### config.mk
export PLATFORM = sky130hd
export DESIGN_NAME = baralho_shoe
export DESIGN_NICKNAME = d
export VERILOG_FILES = /design/src/rtl/baralho_shoe.sv
export SDC_FILE = /design/constraint.sdc
export NUM_CORES = 1
export LEC_CHECK = 0
export BUFFER_PORTS_ARGS = -buffer_cell sky130_fd_sc_hd__buf_2
export CAP_MARGIN = 20
export CORE_MARGIN = 2
export CORE_UTILIZATION = 25
export CTS_BUF_LIST = sky130_fd_sc_hd__clkbuf_16
export DETAILED_ROUTE_END_ITERATION = 12
export HOLD_SLACK_MARGIN = 0.1
export PLACE_DENSITY = 0.37
export SYNTH_ARGS = -nofsm -noshare
export SYNTH_HDL_FRONTEND = slang
export SYNTH_SLANG_ARGS = --single-unit
### constraint.sdc
create_clock -name clock -period 7.9 [get_ports clock]
set_clock_uncertainty 0.05 [all_clocks]
set_input_delay 0.395 -clock clock [delete_from_list [all_inputs] [get_ports clock]]
set_output_delay 0.395 -clock clock [all_outputs]
set_load 0.02 [all_outputs]
### src/rtl/baralho_shoe.sv
// Multi-deck card shoe: rebuilds an ordered shoe after reset, shuffles it in place
// with rejection-sampled Fisher-Yates driven by a Galois LFSR, and deals sequentially.
module baralho_shoe #(
    parameter int unsigned NUM_DECKS = 2,
    parameter int unsigned CUT_CARDS = 26,
    parameter logic [15:0] SEED      = 16'hACE1
) (
    input  logic                              clock,
    input  logic                              reset,
    input  logic                              shuffle_start,
    input  logic                              deal_req,
    output logic                              deal_valid,
    output logic [3:0]                        deal_card,
    output logic                              deal_empty,
    output logic                              busy,
    output logic                              shuffled,
    output logic [$clog2(52*NUM_DECKS):0]     cards_left,
    output logic                              low_cards
);

    localparam int unsigned N  = 52 * NUM_DECKS;
    localparam int unsigned AW = $clog2(N);
    localparam int unsigned CW = AW + 1;
    localparam logic [15:0] TAPS = 16'hB400;

    typedef enum logic [2:0] {
        S_FILL,
        S_IDLE,
        S_READY,
        S_DRAW,
        S_SWAP
    } state_t;

    state_t          state;
    logic [15:0]     lfsr;
    logic [3:0]      mem [N];
    logic [AW-1:0]   k;
    logic [3:0]      mod13;
    logic [CW-1:0]   ptr;
    logic [AW-1:0]   i;
    logic [AW-1:0]   j;

    logic [15:0]     lfsr_next;
    logic [AW-1:0]   rnd;
    logic [AW-1:0]   mask;
    logic [AW-1:0]   cand;
    logic [3:0]      fill_val;
    logic            ptr_full;
    logic [CW-1:0]   left_dec;

    assign lfsr_next = {1'b0, lfsr[15:1]} ^ (lfsr[0] ? TAPS : 16'h0000);
    assign rnd       = lfsr[AW-1:0];

    // Smallest all-ones value covering i, so candidates are drawn from [0, 2^ceil(log2(i+1)))
    always_comb begin
        mask = i;
        for (int s = 1; s < int'(AW); s++) begin
            mask = mask | (i >> s);
        end
    end

    assign cand     = rnd & mask;
    assign ptr_full = (ptr == CW'(N));
    assign left_dec = cards_left - CW'(1);

    always_comb begin
        fill_val = 4'd11;
        if (mod13 == 4'd0) begin
            fill_val = 4'd1;
        end else if (mod13 <= 4'd9) begin
            fill_val = mod13 + 4'd1;
        end
    end

    always_ff @(posedge clock) begin
        if (reset) begin
            state      <= S_FILL;
            lfsr       <= SEED;
            k          <= '0;
            mod13      <= '0;
            ptr        <= '0;
            i          <= '0;
            j          <= '0;
            deal_valid <= 1'b0;
            deal_empty <= 1'b0;
            deal_card  <= '0;
            busy       <= 1'b1;
            shuffled   <= 1'b0;
            cards_left <= CW'(N);
            low_cards  <= 1'b0;
        end else begin
            lfsr       <= lfsr_next;
            deal_valid <= 1'b0;
            deal_empty <= 1'b0;
            deal_card  <= '0;
            case (state)
                S_FILL: begin
                    mem[k] <= fill_val;
                    if (k == AW'(N - 1)) begin
                        state <= S_IDLE;
                        busy  <= 1'b0;
                    end else begin
                        k     <= k + AW'(1);
                        mod13 <= (mod13 == 4'd12) ? 4'd0 : mod13 + 4'd1;
                    end
                end
                S_IDLE, S_READY: begin
                    // A shuffle request takes priority over a same-cycle deal
                    if (shuffle_start) begin
                        ptr        <= '0;
                        cards_left <= CW'(N);
                        low_cards  <= 1'b0;
                        shuffled   <= 1'b0;
                        i          <= AW'(N - 1);
                        busy       <= 1'b1;
                        state      <= S_DRAW;
                    end else if (deal_req) begin
                        deal_valid <= 1'b1;
                        if (ptr_full) begin
                            deal_empty <= 1'b1;
                        end else begin
                            deal_card  <= mem[ptr[AW-1:0]];
                            ptr        <= ptr + CW'(1);
                            cards_left <= left_dec;
                            low_cards  <= (left_dec <= CW'(CUT_CARDS));
                        end
                    end
                end
                S_DRAW: begin
                    if (cand <= i) begin
                        j     <= cand;
                        state <= S_SWAP;
                    end
                end
                S_SWAP: begin
                    mem[i] <= mem[j];
                    mem[j] <= mem[i];
                    if (i == AW'(1)) begin
                        state    <= S_READY;
                        shuffled <= 1'b1;
                        busy     <= 1'b0;
                    end else begin
                        i     <= i - AW'(1);
                        state <= S_DRAW;
                    end
                end
                default: state <= S_FILL;
            endcase
        end
    end

endmodule

# Word level (Yosys, flattened, before mapping)
# Memories as Yosys holds them, arrays and structs flattened. A register that Yosys moved wholly into a read port is not among the register bits.
# Cells that the tools add are included.
dict set report word_totals {
  mem_bits_rw 416
  word_cells 107
  mem_bits_ro 0
  reg_bits 65
  input_bits 4
  latch_bits 0
  n_memories 1
}
# memory depth word_bits rd rd_clocked_by_memory_dff wr line_no
set mem_list {}
lappend mem_list {mem 104 4 3 3 2 36} ;# logic [3:0] mem [N];
dict set report op_classes {
  magnitude_cmp 3
  bitwise_logic 11
  mul 0
  n_eq_ne 14
  addsub 5
  n_div 0
  muxes 43
  n_shift 0
  n_reduce_logical 17
}
# operator n
set op_table {}
lappend op_table {{7-bit 2-to-1 mux} 7}
lappend op_table {{8-bit 2-to-1 mux} 6}
lappend op_table {{1-bit 2-to-1 mux} 18}
lappend op_table {{16-bit 2-to-1 mux} 1}
lappend op_table {{4-bit 2-to-1 mux} 4}
lappend op_table {{15-bit by 16-bit bitwise XOR with 16-bit output} 1}
lappend op_table {{7-bit case mux with 2 select lines} 1}
lappend op_table {{2-bit inequality test (second input constant)} 6}
lappend op_table {{3-bit case mux with 4 select lines} 1}
lappend op_table {{3-bit AND reduction} 4}
lappend op_table {{3-bit 2-to-1 mux} 3}
lappend op_table {{8-bit by 1-bit adder with 8-bit output (second input constant)} 1}
lappend op_table {{8-bit by 7-bit == test with 1-bit output (second input constant)} 1}
lappend op_table {{8-bit by 5-bit less-or-equal comparator with 1-bit output (second input constant)} 1}
lappend op_table {{4-bit OR reduction} 2}
lappend op_table {{8-bit by 1-bit subtractor with 8-bit output (second input constant)} 1}
lappend op_table {{7-bit by 1-bit adder with 7-bit output (second input constant)} 1}
lappend op_table {{7-bit AND} 1}
lappend op_table {{7-bit by 1-bit == test with 1-bit output (second input constant)} 1}
lappend op_table {{7-bit == test (second input constant)} 1}
lappend op_table {{7-bit less-or-equal comparator} 1}
lappend op_table {{7-bit by 1-bit OR with 7-bit output} 1}
lappend op_table {{7-bit by 2-bit OR with 7-bit output} 1}
lappend op_table {{7-bit by 3-bit OR with 7-bit output} 1}
lappend op_table {{other kinds (22)} 27}

# Depth between registers and ports, before layout
# Gate-level depths: netlist of the first run.
dict set report depth {
  ltp_word 11
  mapped_depth 15
  depth_no_buf 12
}

# Worst setup path before layout of the first run
# OpenSTA, ideal clock, no wires.
dict set report synth_timing {
  path_type {register to register}
  from {register i[3]}
  to {register (tool-made name)}
  required_time_ns 7.726
  path_stages_with_launch 13
  setup_ns 0.124
  arrival_time_ns 3.049
  path_slack_ns 4.678
  cell_sequence {dfxtp_1 clkbuf_1 or4_1 clkbuf_1 o31a_1 ha_1 nor2b_1 o21a_1 o21a_1 o21ai_0 a211o_1 nand4b_1 mux2_2}
}
# element line_no
set synth_rtl {}
lappend synth_rtl {{from (decl)} 40} ;# logic [AW-1:0] i;
lappend synth_rtl {{from (signal assigned)} 114} ;# i <= AW'(N - 1);
lappend synth_rtl {{from (signal assigned)} 143} ;# i <= i - AW'(1);

==> flow_metrics.py, run 1 <==
metrics = {
    "finish": {
        "register_area_sq_um": 14180,
        "final_core_utilization": 0.2806,
        "nFillCells": 13310,
        "drive_gt1_frac": 0.2231,
        "syn_to_final_growth_pct": 11.59,
        "stdcell_count": 4397,
        "nets": 2627,
        "multiInputGateArea_sq_um": 17070,
    },
    "timing": {
        "final.setup.tns_ns": 0,
        "setup_viol": 0,
        "whs_ns": 0.2910,
        "fin_crit_ns": 4.836,
        "fin_crit_sh": 0.6121,
        "relSlewSlack": 0.1650,
        "maxSlewViolCount": 0,
        "setup_ws_ns": 3.064,
        "rsz0062_at_grt": "no",
        "hold_viol_final": 0,
        "tightest_slew_ns": 1.249,
        "max_freq_mhz": 206.8,
    },
    "synth": {
        "synth_xor_area_frac": 0.004854,
        "synth_cells": 2703,
        "synth-simple-area-share": 0.1130,
        "async_reset_ff_frac": 0,
        "synth_adder_area_share": 0.006934,
        "synth_top_cell_area_share": 0.3846,
        "synthMuxAreaShare": 0.2884,
        "syn_area_per_cell_sq_um": 12.02,
        "synth_common_cells": "edfxtp_1 (416), o21ai_0 (382), nand3_1 (338), mux4_2 (336), nand2_1 (187)",
        "ys_ff_latch": 499,
        "synth_compound_area_frac": 0.1074,
        "synth-main-ff-cell": "edfxtp_1",
        "yosysTopAreaCell": "edfxtp_1",
        "synth.distinct_cells": 76,
        "yosysSeqAreaShare": 0.4358,
        "synth_area_leaders": "edfxtp_1 (38%), mux4_2 (23%), o21ai_0 (5.9%), nand3_1 (5.2%), dfxtp_1 (5.1%)",
        "synthesis.area_sq_um": 32480,
        "syn_nets": 2725,
        "synth_top_family_by_area": "multiplexers",
        "post-synth-top-count-cell": "edfxtp_1",
        "synth-edff-count": 416,
        "ys_warn_count": 0,
    },
    "drt": {
        "drc": 0,
        "wl_mm": 141.7,
        "highest_layer": "met4",
        "dr.pass1.iters": 6,
        "drt_iter0_markers": 3275,
        "wl_per_cell_um": 32.22,
        "met2_length_mm": 66.23,
        "vias": 25430,
        "routed-wl-met3_mm": 10.70,
        "wl_met1_mm": 58.15,
        "ant_nets": 0,
        "via_per_inst": 5.783,
    },
    "global_routing": {
        "grt_pass1_wl_mm": 199.1,
        "grt_start_max_net_pins": 76,
        "grt_usage": 0.2112,
        "grt_pass1_vias": 24470,
        "grt_overflow": 0,
        "antenna_found_initial": 3,
    },
    "setup_path": {
        "rr_worst_depth": 8,
        "start_kind": "flop",
        "path_max_fanout": 53,
        "path_class": "reg -> reg",
        "arrival_ns": 5.18,
        "required_ns": 8.25,
        "worstReg2RegEnd": "mem[33][3]$_DFFE_PP_",
        "r2r_slack_ns": 3.06,
        "endpoint_kind": "flop",
    },
    "cts": {
        "cts_buffer_depth": 3,
        "clk_latency_ns": 0.68,
        "cts_tree": "built",
        "cts_buffers": 60,
        "hold_buffers": 3,
        "cts-root-buf": "clkbuf_16",
        "htree_levels": 2,
        "postCtsSetupRepairBufs": 0,
        "clk_pin_slew_ns": 0.06,
        "ctsResizeCount": 0,
        "cts.sinks": 499,
    },
    "pwr": {
        "p_int_mw": 4.495,
        "power-per-cell-area_nw_per_um2": 167.9,
        "pwr-share-clk": 0.451,
        "pwr-share-seq": 0.474,
        "net-switching-power_mw": 1.590,
        "combPwrFrac": 0.075,
        "ir_drop_uv": 161.7,
        "leakagePower_nw": 11.06,
        "swShare": 0.2613,
    },
    "place": {
        "dp_hpwl_mm": 94.30,
        "placedCellCount": 4280,
        "pre_cts_slack_ns": 3.053,
        "gp_congestion": 0.8588,
        "portBuffers": 20,
    },
    "floorplan": {
        "initial_core_util": 0.2515,
        "rows": 132,
        "dieArea_sq_um": 132800,
        "ios": 21,
        "design.core.area_sq_um": 129200,
        "die_h_um": 364.4,
        "dieWidth_um": 364.4,
    },
    "worst_hold_path": {
        "hp-class": "in -> reg",
        "hold_start": "deal_req",
        "hold_depth": 4,
        "whs_endpoint": "deal_empty$_SDFF_PP0_",
    },
    "status": {
        "outcome": "completed",
    },
    "run": {
        "cap_violations": 0,
    },
}
## worst max-delay path, stage by stage (launching register included)
cell      delay (ns)
dfxtp_4         0.71
buf_12          0.44
mux4_2          0.58
mux2i_1         0.34
o22ai_1         0.23
o221ai_1        0.42
and3_4          0.81
buf_4           0.63
o21ai_0         0.17
## sequential cells by signal (all words and copies together) (netlist names), named ones only
register / cells
mem: 416
lfsr: 16
cards_left: 8
ptr: 8
i: 7
j: 7
k: 7
deal_card: 4
mod13: 4
state: 3
busy: 1
deal_empty: 1
deal_valid: 1
low_cards: 1
shuffled: 1
## power by group through the flow
stage	clock network (mW)	registers, mW	logic, mW
floorplan	0	2.94	0.273
global placement	0	2.94	0.439
detailed placement	0	2.94	0.449
CTS	2.79	2.89	0.451
global route	2.88	2.89	0.487
finish	2.74	2.89	0.457
## area by class of cell
cell class,instances,area share
Antenna cell,1,0.00006904
Clock buffer,63,0.04350
Clock inverter,48,0.008596
Inverter,22,0.002278
Multi-Input combinational cell,1914,0.4711
Sequential cell,499,0.3913
Tap cell,1742,0.06014
Timing Repair Buffer,108,0.02306
## placed cells by master, fill, tap and decap left out, types with 6 or more instances in the layout
cell type  instances
clkbuf_16         63
nor3_1            21
inv_1             31
or3_1              7
clkinv_4           6
clkinv_2          12
a22oi_1           29
dfxtp_4            6
mux2i_1          153
clkinv_1          12
buf_2             20
dfxtp_1           72
nand4_1            9
nor2_1            61
edfxtp_1         416
xnor2_1           10
mux2_2            19
or2_2              7
nand2b_1          19
o31ai_1           12
nor2b_1           39
o21ai_0          382
xor2_1             8
and2_1             8
o22ai_1            9
a21oi_1           36
o21ai_1           69
or4_1              9
buf_4             78
nand3b_1          12
nand3_1          338
nand2_1          186
a211oi_1          15
mux4_2           336
ha_1              18
## logic make-up after synthesis
kind of cell,Yosys count
adder cells (fa/ha/maj),18
multiplexers,510
AO/OA/AOI/OAI,619
XOR/XNOR,18
flip-flops,499
AND/OR/NAND/NOR,749
buffers and inverters,290
## per-stage QoR
stage               area [sq um]  total power [mW]
floorplan                  32480             3.210
global placement           34300             3.380
detailed placement         34310             3.390
CTS                        36230             6.125
global route               36240             6.254
finish                     36240             6.085
## metal layers
metal / up-vias / global-route usage
met5: - / 0
met4: 0 / 0.09099
met3: 249 / 0.03101
met2: 1303 / 0.3402
met1: 13260 / 0.2824
li1: 10610 / -
## worst max-delay path by stage
stage / from / end / depth (start not counted)
finish: flop / mem[33][3]$_DFFE_PP_ / 8
global route: flop / mem[33][3]$_DFFE_PP_ / 8
CTS: flop / mem[33][3]$_DFFE_PP_ / 8
detailed placement: flop / mem[7][3]$_DFFE_PP_ / 8
global placement: flop / mem[66][1]$_DFFE_PP_ / 9
floorplan: i[3]$_SDFFE_PP0P_ / flop / 12
Note: power is estimated with default switching activity, not from simulation.
==> run 2, diff against run 1 <==
==> constraint.sdc (replaced) <==
create_clock -name clock -period 4.6 [get_ports clock]
set_clock_uncertainty 0.05 [all_clocks]
set_input_delay 0.23 -clock clock [delete_from_list [all_inputs] [get_ports clock]]
set_output_delay 0.23 -clock clock [all_outputs]
set_load 0.02 [all_outputs]
==> flow_metrics.py, run 2 (synthesized netlist as in run 1, its figures left out) <==
metrics = {
    "status": {
        "outcome": "completed",
    },
    "cts": {
        "clk_pin_slew_ns": 0.06,
        "cts-root-buf": "clkbuf_16",
        "htree_levels": 3,
        "cts_buffer_depth": 3,
        "cts_buffers": 66,
        "clk_latency_ns": 0.64,
        "postCtsSetupRepairBufs": 0,
        "cts_tree": "built",
        "hold_buffers": 3,
        "ctsResizeCount": 0,
        "cts.sinks": 499,
    },
    "global_routing": {
        "antenna_found_initial": 9,
        "grt_start_max_net_pins": 69,
        "grt_overflow": 0,
        "grt_pass1_vias": 25020,
        "grt_usage": 0.2161,
        "grt_pass1_wl_mm": 203.2,
    },
    "setup_path": {
        "cpMaxStageDelayCell": "dfxtp_4",
        "slowest_delay_ns": 0.90,
        "r2r_slack_ns": 0.49,
        "crit_buf_inv": 2,
        "endpoint_kind": "flop",
        "path_class": "reg -> reg",
        "arrival_ns": 4.44,
        "cp_cell_sequence": "buf_4, mux4_2, mux2i_1, nand2_1, nand3_1, a31oi_1, a211oi_4, buf_12, o21ai_0",
        "path_max_fanout": 60,
        "required_ns": 4.92,
        "cp.depth": 9,
        "worstReg2RegEnd": "mem[30][1]$_DFFE_PP_",
        "rr_worst_depth": 9,
        "path_delay_family": "flip-flops",
        "start_kind": "flop",
    },
    "floorplan": {
        "dieArea_sq_um": 132800,
        "ios": 21,
        "dieWidth_um": 364.4,
        "die_h_um": 364.4,
        "design.core.area_sq_um": 129200,
        "initial_core_util": 0.2515,
        "rows": 132,
    },
    "drt": {
        "vias": 25890,
        "drt_iter0_markers": 2879,
        "ant_nets": 0,
        "via_per_inst": 5.776,
        "wl_per_cell_um": 32.47,
        "dr.pass1.iters": 5,
        "wl_mm": 145.5,
        "drc": 0,
    },
    "place": {
        "portBuffers": 20,
        "gp_congestion": 0.8845,
        "pre_cts_slack_ns": 0.4740,
        "dp_hpwl_mm": 99.44,
    },
    "finish": {
        "top_regs": "mem: 416 flops, lfsr: 16 flops",
        "layout_common_cells": "edfxtp_1 (416), o21ai_0 (382), nand3_1 (338)",
        "final_common_cell": "edfxtp_1",
        "syn_to_final_growth_pct": 14.74,
        "largest_register_ffs": 416,
        "nets": 2708,
        "largest-register": "mem",
        "drive_gt1_frac": 0.2446,
        "multiInputGateArea_sq_um": 17080,
        "nFillCells": 13200,
        "register_area_sq_um": 14180,
    },
    "timing": {
        "rsz0062_at_grt": "no",
        "max_freq_mhz": 243.1,
        "setup_viol": 0,
        "tightest_slew_ns": 1.240,
        "fin_crit_sh": 0.8942,
        "hold_viol_final": 0,
        "setup_ws_ns": 0.4867,
        "relSlewSlack": 0.1523,
        "fin_crit_ns": 4.113,
        "final.setup.tns_ns": 0,
        "maxSlewViolCount": 0,
    },
    "pwr": {
        "leakagePower_nw": 11.62,
        "ir_drop_uv": 211.6,
        "power-per-cell-area_nw_per_um2": 291.8,
    },
    "worst_hold_path": {
        "hp-class": "in -> reg",
        "whs_endpoint": "ptr[0]$_SDFFE_PP0P_",
        "hold_depth": 3,
        "hold_start": "reset",
    },
    "run": {
        "cap_violations": 0,
    },
}
run 2: cell count changes in the layout (fill, tap and decap cells not counted), sizes merged:
cell,delta
buf,+76
clkbuf,+7
diode,+4
inv,-2
clkinv,-1
clkinvlp,+1
run 2: per-layer routing:
layer  routed length (um)  up-vias  GRT usage
li1                     -    10780          -
met1                61370    13470     0.2959
met2                66930     1378     0.3400
met3                11350      256    0.03550
met4                 5864        2    0.08637
met5                   13        -          0
run 2: report_power, final:
part / leakage [nW] / total [mW] / switching (mW) / internal (mW)
logic: 6.10 / 0.844 / 0.602 / 0.243
clock network: 1.04 / 5.07 / 2.19 / 2.89
registers: 4.48 / 4.96 / 0.0218 / 4.93
total: 11.6 / 10.9 / 2.81 / 8.07
run 2: worst reg2reg max path: stages (launching register included):
cell and delay [ns]:
dfxtp_4 0.90, buf_4 0.41, mux4_2 0.55, mux2i_1 0.27, nand2_1 0.23, nand3_1 0.26, a31oi_1 0.19, a211oi_4 0.40
buf_12 0.37, o21ai_0 0.24
run 2: worst max path at each step:
stage,startpoint,endpoint,slack [ns]
2_1_floorplan,i[3]$_SDFFE_PP0P_,flop,1.38
3_3_place_gp,flop,mem[29][1]$_DFFE_PP_,0.57
3_5_place_dp,flop,mem[26][2]$_DFFE_PP_,0.47
4_1_cts,flop,mem[26][2]$_DFFE_PP_,0.50
5_1_grt,flop,mem[30][2]$_DFFE_PP_,0.38
6_report,flop,mem[30][1]$_DFFE_PP_,0.49
run 2: stage by stage:
| step | utilization | hold slack (ns) | instances | area, sq um | total power, mW |
|---|---|---|---|---|---|
| after CTS | 0.2884 | 0.1550 | 4476 | 37250 | 10.97 |
| after detailed placement | 0.2723 | 0.3512 | 4356 | 35160 | 5.884 |
| after global placement | 0.2722 | 0.3525 | 4355 | 35160 | 5.869 |
| final | 0.2885 | 0.2020 | 4482 | 37270 | 10.88 |
| after global routing | 0.2885 | 0.2243 | 4477 | 37250 | 11.17 |
| after floorplan | - | 0.2762 | 2703 | 32480 | 5.512 |
run 2: layout make-up:
type                    count  share of cell area
clock inverters            46            0.007453
repair buffers            183             0.04506
multi-input cells        1914              0.4582
well taps                1742             0.05849
clock buffers              71             0.04767
diodes                      5           0.0003357
inverters                  22            0.002216
flip-flops and latches    499              0.3806
